===== src/rtl/sdrc_app_arb.sv =====
// Multi-channel front end for the SDRAM controller core: arbitrates NCH
// application channels onto one request/data port, one transfer at a time.
module sdrc_app_arb #(
  parameter int NCH    = 4,
  parameter int APP_AW = 26,
  parameter int dw     = 32,
  parameter int bl     = 9,
  localparam int GW    = (NCH > 1) ? $clog2(NCH) : 1
) (
  input  logic                    sdram_clk,
  input  logic                    sdram_resetn,
  input  logic                    cfg_arb_mode,
  input  logic [NCH-1:0]          ch_req,
  input  logic [NCH*APP_AW-1:0]   ch_req_addr,
  input  logic [NCH*bl-1:0]       ch_req_len,
  input  logic [NCH-1:0]          ch_req_wr_n,
  output logic [NCH-1:0]          ch_req_ack,
  input  logic [NCH*dw-1:0]       ch_wr_data,
  input  logic [NCH*dw/8-1:0]     ch_wr_en_n,
  output logic [NCH-1:0]          ch_wr_next,
  output logic [NCH-1:0]          ch_rd_valid,
  output logic [NCH-1:0]          ch_last_rd,
  output logic [dw-1:0]           ch_rd_data,
  output logic                    app_req,
  output logic [APP_AW-1:0]       app_req_addr,
  output logic [bl-1:0]           app_req_len,
  output logic                    app_req_wr_n,
  input  logic                    app_req_ack,
  output logic [dw-1:0]           app_wr_data,
  output logic [dw/8-1:0]         app_wr_en_n,
  input  logic                    app_wr_next_req,
  input  logic [dw-1:0]           app_rd_data,
  input  logic                    app_rd_valid,
  input  logic                    app_last_rd,
  input  logic                    app_last_wr,
  output logic [GW-1:0]           arb_gnt_id,
  output logic                    arb_busy
);

  localparam int BW = dw / 8;

  typedef enum logic [1:0] {IDLE, REQ, XFR} state_t;

  state_t            state_q, state_d;
  logic [GW-1:0]     gnt_q, gnt_d;
  logic [GW-1:0]     rr_ptr_q, rr_ptr_d;
  logic              mode_q, mode_d;
  logic [APP_AW-1:0] addr_q, addr_d;
  logic [bl-1:0]     len_q, len_d;
  logic              wr_n_q, wr_n_d;
  logic [GW-1:0]     win;
  logic [GW-1:0]     idx;
  logic              in_req, in_xfr, last_beat;

  // Descending scan so the candidate closest to the search start wins.
  always_comb begin
    win = '0;
    idx = '0;
    for (int unsigned i = NCH; i > 0; i--) begin
      if (cfg_arb_mode) idx = GW'(i - 1);
      else              idx = GW'((32'(rr_ptr_q) + i - 1) % NCH);
      if (ch_req[idx]) win = idx;
    end
  end

  // wr_n_q doubles as the latched transfer direction: its last REQ-cycle
  // update is the ack cycle, so it holds the owner's direction through XFR.
  always_comb begin
    state_d   = state_q;
    gnt_d     = gnt_q;
    rr_ptr_d  = rr_ptr_q;
    mode_d    = mode_q;
    addr_d    = addr_q;
    len_d     = len_q;
    wr_n_d    = wr_n_q;
    last_beat = wr_n_q ? app_last_rd : app_last_wr;
    unique case (state_q)
      IDLE: begin
        if (|ch_req) begin
          gnt_d   = win;
          mode_d  = cfg_arb_mode;
          state_d = REQ;
        end
      end
      REQ: begin
        addr_d = ch_req_addr[gnt_q*APP_AW +: APP_AW];
        len_d  = ch_req_len[gnt_q*bl +: bl];
        wr_n_d = ch_req_wr_n[gnt_q];
        if (app_req_ack)          state_d = XFR;
        else if (!ch_req[gnt_q])  state_d = IDLE;
      end
      XFR: begin
        if (last_beat) begin
          state_d = IDLE;
          if (!mode_q) rr_ptr_d = GW'((32'(gnt_q) + 1) % NCH);
        end
      end
      default: state_d = IDLE;
    endcase
  end

  always_ff @(posedge sdram_clk or negedge sdram_resetn) begin
    if (!sdram_resetn) begin
      state_q  <= IDLE;
      gnt_q    <= '0;
      rr_ptr_q <= '0;
      mode_q   <= 1'b0;
      addr_q   <= '0;
      len_q    <= '0;
      wr_n_q   <= 1'b1;
    end else begin
      state_q  <= state_d;
      gnt_q    <= gnt_d;
      rr_ptr_q <= rr_ptr_d;
      mode_q   <= mode_d;
      addr_q   <= addr_d;
      len_q    <= len_d;
      wr_n_q   <= wr_n_d;
    end
  end

  // Owner strobes are gated to XFR so a reset or idle core never leaks a beat.
  always_comb begin
    in_req       = (state_q == REQ);
    in_xfr       = (state_q == XFR);
    app_req      = in_req & ch_req[gnt_q];
    app_req_addr = in_req ? ch_req_addr[gnt_q*APP_AW +: APP_AW] : addr_q;
    app_req_len  = in_req ? ch_req_len[gnt_q*bl +: bl] : len_q;
    app_req_wr_n = in_req ? ch_req_wr_n[gnt_q] : wr_n_q;
    app_wr_data  = in_xfr ? ch_wr_data[gnt_q*dw +: dw] : '0;
    app_wr_en_n  = in_xfr ? ch_wr_en_n[gnt_q*BW +: BW] : '1;
    ch_req_ack   = '0;
    ch_wr_next   = '0;
    ch_rd_valid  = '0;
    ch_last_rd   = '0;
    ch_req_ack[gnt_q]  = in_req & app_req_ack;
    ch_wr_next[gnt_q]  = in_xfr & app_wr_next_req;
    ch_rd_valid[gnt_q] = in_xfr & app_rd_valid;
    ch_last_rd[gnt_q]  = in_xfr & app_last_rd;
  end

  assign ch_rd_data = app_rd_data;
  assign arb_gnt_id = gnt_q;
  assign arb_busy   = (state_q != IDLE);

endmodule


===== config.mk =====
export PLATFORM = sky130hd
export DESIGN_NAME = sdrc_app_arb
export DESIGN_NICKNAME = d
export VERILOG_FILES = /design/src/rtl/sdrc_app_arb.sv
export SDC_FILE = /design/constraint.sdc
export NUM_CORES = 1
export LEC_CHECK = 0
export CAP_MARGIN = 20
export CORE_AREA = 2 2 176 178
export CTS_BUF_LIST = sky130_fd_sc_hd__clkbuf_16
export CTS_CLUSTER_DIAMETER = 120
export DETAILED_ROUTE_END_ITERATION = 8
export DIE_AREA = 0 0 178 180
export PLACE_DENSITY = 0.46
export SLEW_MARGIN = 20
export SYNTH_ARGS = -nofsm -noshare
export SYNTH_HDL_FRONTEND = slang
export SYNTH_SLANG_ARGS = --single-unit

===== constraint.sdc =====
create_clock -name sdram_clk -period 2.3 [get_ports sdram_clk]
set_input_delay 0.46 -clock sdram_clk [delete_from_list [all_inputs] [get_ports sdram_clk]]
set_output_delay 0.46 -clock sdram_clk [all_outputs]
set_load 0.03 [all_outputs]

==> metrics.txt, run 1 <==
outcome=complete, but fails checks; failing checks=setup timing; global-route wire length before repair=32800 µm; Die Span Y=180 µm; CP arrival=2090 ps; Post-DRT Antenna Nets=0; Residual DRC=0; DP HPWL=17740 µm; Clock transition at path regs=70 ps; slowest stage delay, CP=540 ps; Critical-path top delay cell=dfrtp_4; Final setup viols=78; CTS tree=done; RSZ-0062 raised after global routing=true; Critical Path Sink Type=output pin; vias=4544; Tmin final=2554 ps; post-route cell area=9938 µm²; area delta synth->final=134.5%; Post-synth EDFFs=0; Final Cycle Share=111.1%; Clk Latency, worst-skew pair=290 ps; Cells after Synth=317; crit path launch type=register; Global Route Usage Sum=13.70%; Yosys reg bits=43; pin count of the biggest net entering global routing=44; Placed Area=8622 µm²; Slew headroom=74.41%; Slew Limit Fails=0; Async SR Flop Fraction=100.0%; synthesized area=4238 µm²; Mapped Nets=653; # H-tree levels=2; Core Rows=64; fin worst setup slack=-254.3 ps; PortBufs=391; CP bufs+invs=4; fmax=391.5 MHz; Final Skew=12.74 ps; CP required=1840 ps; I/O Pins=456; WL per Instance=19.72 µm; delay-heaviest family, CP=multiplexers; die area=32040 µm²; Synth cell types=37; crit-path cells=buf_12 > buf_12 > buf_8 > mux4_2 > mux2_4 > buf_6; Clock Tree Buf Depth=2; Synthesis Warnings=0; clk sinks=43; critical path fanouts, max=5; DRT iter0 DRCs=104; Fin. Hold Viols=0; Crit Path Category=reg -> out; Main synth FF type=dfrtp_1; Seq/Total Area, Yosys=25.42%; die width=178 µm; RePlAce Congestion=0.7958; Post-Route WL=22580 µm; Vias per Instance=3.969; worst hold path type=in -> async; Slew @ Worst Pin=374.1 ps; vias in the first global route=5083; Initial Util=14.04%; Leakage=0.003991 µW; Final nets=1083; grt ovf=0; final setup TNS=-10210 ps; initial antenna violation count=2; core outline area=30190 µm²; CTS root buf=clkbuf_16; CTS buffer count=5; TritonRoute pass-1 iters=4; synthesized area per cell=13.37 µm²; Power Dens Cells=1218 nW/µm²; max-cap viol count=0; post-cts hold buffer count=0; cell mode on critical path=buf_12; share of cells above drive strength 1=47.33%; VDD IR max=0.8429 mV
-- cells in the mapped netlist (all sizes together) (2+ instances only) --
cell | number | area [µm²]
and2 | 32 | 200.2
nand3b | 2 | 15.01
mux2i | 3 | 30.03
a31oi | 2 | 12.51
nand2 | 5 | 18.77
mux4 | 72 | 1622
buf | 53 | 381.6
dfrtp | 42 | 1051
o21ai | 3 | 15.01
nor2b | 3 | 18.77
and3 | 16 | 100.1
mux2 | 39 | 439.2
nand4bb | 2 | 22.52
nand2b | 5 | 31.28
a32oi | 3 | 26.28
ha | 4 | 50.05
inv | 6 | 22.52
clkbuf | 9 | 33.78
-- power by group --
group	switching, µW	total, µW	internal (µW)
combinational	4370	9980	5610
clock	331	729	398
sequential	225	1400	1180
total	4930	12100	7180
-- through the flow --
stage | setup slack [ps] | hold WS, ps | utilization [%] | power, µW | cells
final | -254.3 | 133.3 | 32.92 | 12110 | 1145
after global routing | -323.7 | 156.8 | 32.92 | 12790 | 1145
after CTS | -290.4 | 144.7 | 32.53 | 12090 | 1131
after detailed placement | -423.8 | 470.3 | 28.56 | 9105 | 1090
after global placement | -423.4 | 469.9 | 28.56 | 9139 | 1090
after floorplan | 57.37 | 164.4 | - | 6019 | 317
-- registers in the layout, indices dropped and copies added, names as in the netlist --
signal,cells
addr_q,26
arb_gnt_id,2
mode_q,1
wr_n_q,1
state_q,2
len_q,9
rr_ptr_q,2
-- cells in the final DEF, fill, tap and decap left out, types with 4 or more instances in the layout --
master,Yosys,routed
and2_4,0,19
nand2b_4,0,4
buf_6,5,95
ha_4,0,4
buf_12,0,17
and2_1,32,13
buf_4,36,60
mux2_4,0,36
clkbuf_16,0,6
dfrtp_1,42,40
and3_4,0,16
inv_1,6,5
clkdlybuf4s50_1,0,300
nand2_1,5,5
mux4_2,72,72
buf_8,0,6
-- path summary, 6_finish.rpt --
path,startpoint,endpoint,slack [ps],cells after the start
min in group sdram_clk,addr_q[0]$_DFF_PN0_,addr_q[0]$_DFF_PN0_,500,1
max,arb_gnt_id[0]$_DFFE_PN0P_,app_req_addr[4],-250,6
max reg2reg,state_q[0]$_DFFE_PN0P_,rr_ptr_q[1]$_DFFE_PN0P_,380,5
max in group asynchronous,sdram_resetn,wr_n_q$_DFF_PN1_,1900,2
min reg2reg,addr_q[0]$_DFF_PN0_,addr_q[0]$_DFF_PN0_,500,1
min,sdram_resetn,len_q[7]$_DFF_PN0_,130,2
-- routing by layer --
layer  global-route usage [%]  vias up  routed length (µm)
li1                         -     2073                   -
met2                    24.88      173               12160
met5                        0        -                  13
met3                    3.786       23                1460
met1                    15.83     2273                8615
met4                    2.984        2                 332
-- layout make-up --
class / instances / area (µm²)
fill: 3029 / 20250
timing repair buffer: 485 / 5107
multi-input combinational: 206 / 3073
sequential: 43 / 1085
tap: 396 / 495.5
clock buffer: 5 / 125.1
inverter: 6 / 33.78
clock inverter: 3 / 16.27
antenna: 1 / 2.502
-- worst reg2reg max path, cell delays in order (launching register included) --
cell and delay (ps):
dfrtp_1 380, and2b_1 250, buf_12 230, buf_4 190, or3b_2 480, mux2_2 280
-- kinds of logic after synthesis --
group           Yosys count  share of synthesized area (%)
flops                    43                          25.42
fa+ha+maj                 4                          1.181
compound gates           17                          3.189
simple gates             71                          10.54
mux                     114                          49.34
buf+inv                  68                          10.33
-- timing repair --
item / CTS / global route
setup endpoints to repair: 90 / 89
gates cloned: 5 / 1
pin swaps: 6 / 2
setup buffers: 30 / 14
gates resized for setup: 385 / 15
No activity file was read; power rests on OpenSTA's default activity.
==> inputs of run 2 (changes only) <==
- ABC_AREA: not set -> 1
- CORE_AREA: 2 2 176 178 -> 2 2 178 180
- DIE_AREA: 0 0 178 180 -> 0 0 180 182
==> run 2 against run 1 <==
- the run still ends with setup timing left
- synthesized area up 6.6%
- synthesized cell count grew 150%
- first-iteration DRC count grew to 2.8 times the previous value
- die area is 2.2% higher
- global-route usage rose by 2.2 points
- sequential cell count is the same
- sequential share of layout area about the same
- total power up 2.6%
- sequential power fell by 5%
- hold slack improved by 18 ps
==> metrics.txt, run 2 <==
r2r setup slk=610 ps (+230 ps); worst hold slack=151.5 ps (+18.24 ps); slowest stage delay, CP=480 ps (-60 ps); Slew Limit Fails=0 (unchanged); Synthesis Warnings=0 (unchanged); met3 Use GR=4.272% (+0.49 points); Core Rows=65 (+1.6%); biggest regs=addr_q (26), len_q (9); commonest non-fill, non-tap cells in the layout=324 x nor2_1, 299 x clkdlybuf4s50_1, 123 x buf_4; largest cells by area after synthesis=nor2_1 29%, dfrtp_1 23%, o21ai_0 15%, buf_4 7.8%, a31oi_1 5.0%; Synth cell types=26 (-30%); Initial Util=14.57% (+0.54 points); Fill cells=3365 (+11%); pre-CTS setup slack=-24.16 ps (+399.6 ps); critical path fanouts, max=15 (+10); PortBufs=391 (unchanged); failing checks=setup timing; Final Cycle Share=100.5% (-11 points); die area=32760 µm² (+2.2%); Power Dens Cells=1254 nW/µm² (+3.0%); Leakage=0.004079 µW (+2.2%); CP required=1840 ps (about the same); met1 Resource Use GR=19.45% (+3.6 points); worst hold path type=in -> async; Yosys top cell area share=28.68% (-9.6 points); vias in the first global route=6474 (+27%); GRT Max-Usage Layer=met2; top-count cell post-synth=nor2_1; outcome=complete, but fails checks; fmax=432.7 MHz (+11%); Slew @ Worst Pin=578.4 ps (+204.2 ps); TritonRoute pass-1 iters=4 (unchanged); Final setup viols=3 (-96%); Vias per Instance=4.267 (+7.5%); CTS root buf=clkbuf_16; Critical Path Sink Type=output pin; Global Route Usage Sum=15.91% (+2.2 points); Async SR Flop Fraction=100.0% (unchanged); Mapped Nets=1117 (+71%); Die Span Y=182 µm (+1.1%); WL per Instance=19.26 µm (-2.3%); synthesized area=4516 µm² (+6.6%); Post-synth top cells=345 x nor2_1, 131 x o21ai_0, 47 x buf_4; Final nets=1507 (+39%); Seq. cell area=1085 µm² (unchanged); placed instance count=1520 (+39%); pin count of the biggest net entering global routing=62 (+41%); met2 GRT Util=27.43% (+2.5 points); initial antenna violation count=1 (-1); CTS tree=done; die width=180 µm (+1.1%); Cells after Synth=781 (+150%); grt ovf=0 (unchanged); DP HPWL=20300 µm (+14%); Slew headroom=61.44% (-13 points); area delta synth->final=119.2%; clk sinks=43 (unchanged); DRT iter0 DRCs=289 (+180%); Critical-path top delay cell=dfrtp_4; CTS buffer count=5 (unchanged); fin worst setup slack=-11.09 ps (+243.2 ps); RSZ-0062 raised after global routing=true; Critical path origin=arb_gnt_id[0]$_DFFE_PN0P_; Clock Tree Buf Depth=2 (unchanged); Seq/Total Area, Yosys=23.86% (-1.6 points); crit-path cells=buf_8 > clkbuf_16 > nor2_1 > nor2_2 > o21ai_0 > a31oi_2 > buf_6; vias=6720 (+48%); global-route wire length before repair=40070 µm (+22%); Fin. Hold Viols=0 (unchanged); Post-DRT Antenna Nets=0 (unchanged); max-cap viol count=0 (unchanged); Layout Cells excl Fill=1575 (+38%); share of cells above drive strength 1=20.82% (-27 points); total chip power=12420 µW (+2.6%); Post-Route WL=30330 µm (+34%); Crit Path Category=reg -> out; area of the multi-input gates=2992 µm² (-2.6%); synthesized area per cell=5.782 µm² (-57%); RR Startpoint=arb_gnt_id[0]$_DFFE_PN0P_; Tmin final=2311 ps (-243.2 ps); # H-tree levels=2 (unchanged); I/O Pins=456 (unchanged); post-synth top area cell=nor2_1; Final Skew=12.66 ps (-0.07870 ps); number of flip-flops in the largest register=26 (unchanged); Worst Setup EP=app_req_addr[13]; CP arrival=1850 ps (-240 ps); Main synth FF type=dfrtp_1; Post-synth EDFFs=0 (unchanged); core outline area=30990 µm² (+2.6%); commonest non-fill, non-tap cell in the layout=nor2_1; VDD IR max=0.3744 mV (-56%); crit path launch type=register; Clk Latency, worst-skew pair=300 ps (about the same); RePlAce Congestion=0.8202 (+3.1%); Reg2Reg Depth=8 (+3); Clock transition at path regs=70 ps (about the same); Most flops, register=addr_q; Yosys reg bits=43 (unchanged); Residual DRC=0 (unchanged); FF-to-FF End=addr_q[7]$_DFF_PN0_
==> run 2: changes by cell type after synthesis, moves of 15 or more <==
cell / change
and3_1: -16
a31oi_1: +34
mux2_2: -37
mux4_2: -72
a21oi_1: +34
o21ai_1: +15
nor2_1: +344
o21ai_0: +128
and2_1: -31
nand2_1: +32
==> run 2: cells by family after synthesis <==
group	count (synthesis)	synth area share (%)
adders and majority gates	4	1.108
and+or+nand+nor	398	33.80
muxes	2	0.4987
DFF	43	23.86
AOI/OAI and AO/OA	222	26.07
buffers and inverters	112	14.66
==> run 2: timing repair <==
item                                    CTS  global route
cloned                                    3            14
hold buffers                              0             0
gates resized for setup                  23           109
endpoints found under the setup margin   50            77
pin swaps                                 3            44
setup buffers                             4            25
==> run 2: routing by layer <==
layer	up-vias	share of wire, %
met5	-	0
met3	42	7.1
met4	0	2.1
met1	3058	42
met2	305	49
li1	3315	-
==> run 2: power breakdown <==
group / total, µW / leakage, µW / internal (µW) / switching [µW]
Combinational: 10100 / 0.00351 / 4450 / 5680
Sequential: 1330 / 0.000479 / 1150 / 172
Clock: 961 / 0.0000952 / 620 / 341
Total: 12400 / 0.00408 / 6220 / 6190
==> run 2: metrics by stage <==
stage	util, %	TNS, ps	cell area [µm²]
after global placement	28.32	-5.348	8776
after floorplan	-	0	4546
after CTS	29.66	-1414	9191
after global routing	31.94	-3035	9897
final	31.94	-22.19	9897
after detailed placement	28.32	-24.16	8776
==> run 2: how the worst min path moves through the flow <==
stage	from	endpoint	slack [ps]	cells after the start
2_1_floorplan	sdram_resetn	addr_q[0]$_DFF_PN0_	160	0
3_3_place_gp	mode_q$_DFFE_PN0P_	mode_q$_DFFE_PN0P_	480	2
3_5_place_dp	mode_q$_DFFE_PN0P_	mode_q$_DFFE_PN0P_	480	2
4_1_cts	sdram_resetn	len_q[7]$_DFF_PN0_	160	1
5_1_grt	sdram_resetn	len_q[7]$_DFF_PN0_	190	1
6_report	sdram_resetn	len_q[7]$_DFF_PN0_	150	1
==> run 2: worst max-delay path, delay by kind of cell (launching register included) <==
kind	cells	cell delay, ps
flip-flops	1	480
buffers and inverters	3	540
AO/OA/AOI/OAI	2	370
AND/OR/NAND/NOR	2	150
==> run 2: final cells by class <==
type	instances	share of cell area, %
Sequential cell	43	10.96
Antenna cell	1	0.02528
Clock buffer	5	1.264
Inverter	19	0.8976
Timing Repair Buffer	475	50.81
Clock inverter	3	0.6448
Timing Repair inverter	1	0.08850
Multi-Input combinational cell	626	30.23
Tap cell	402	5.082
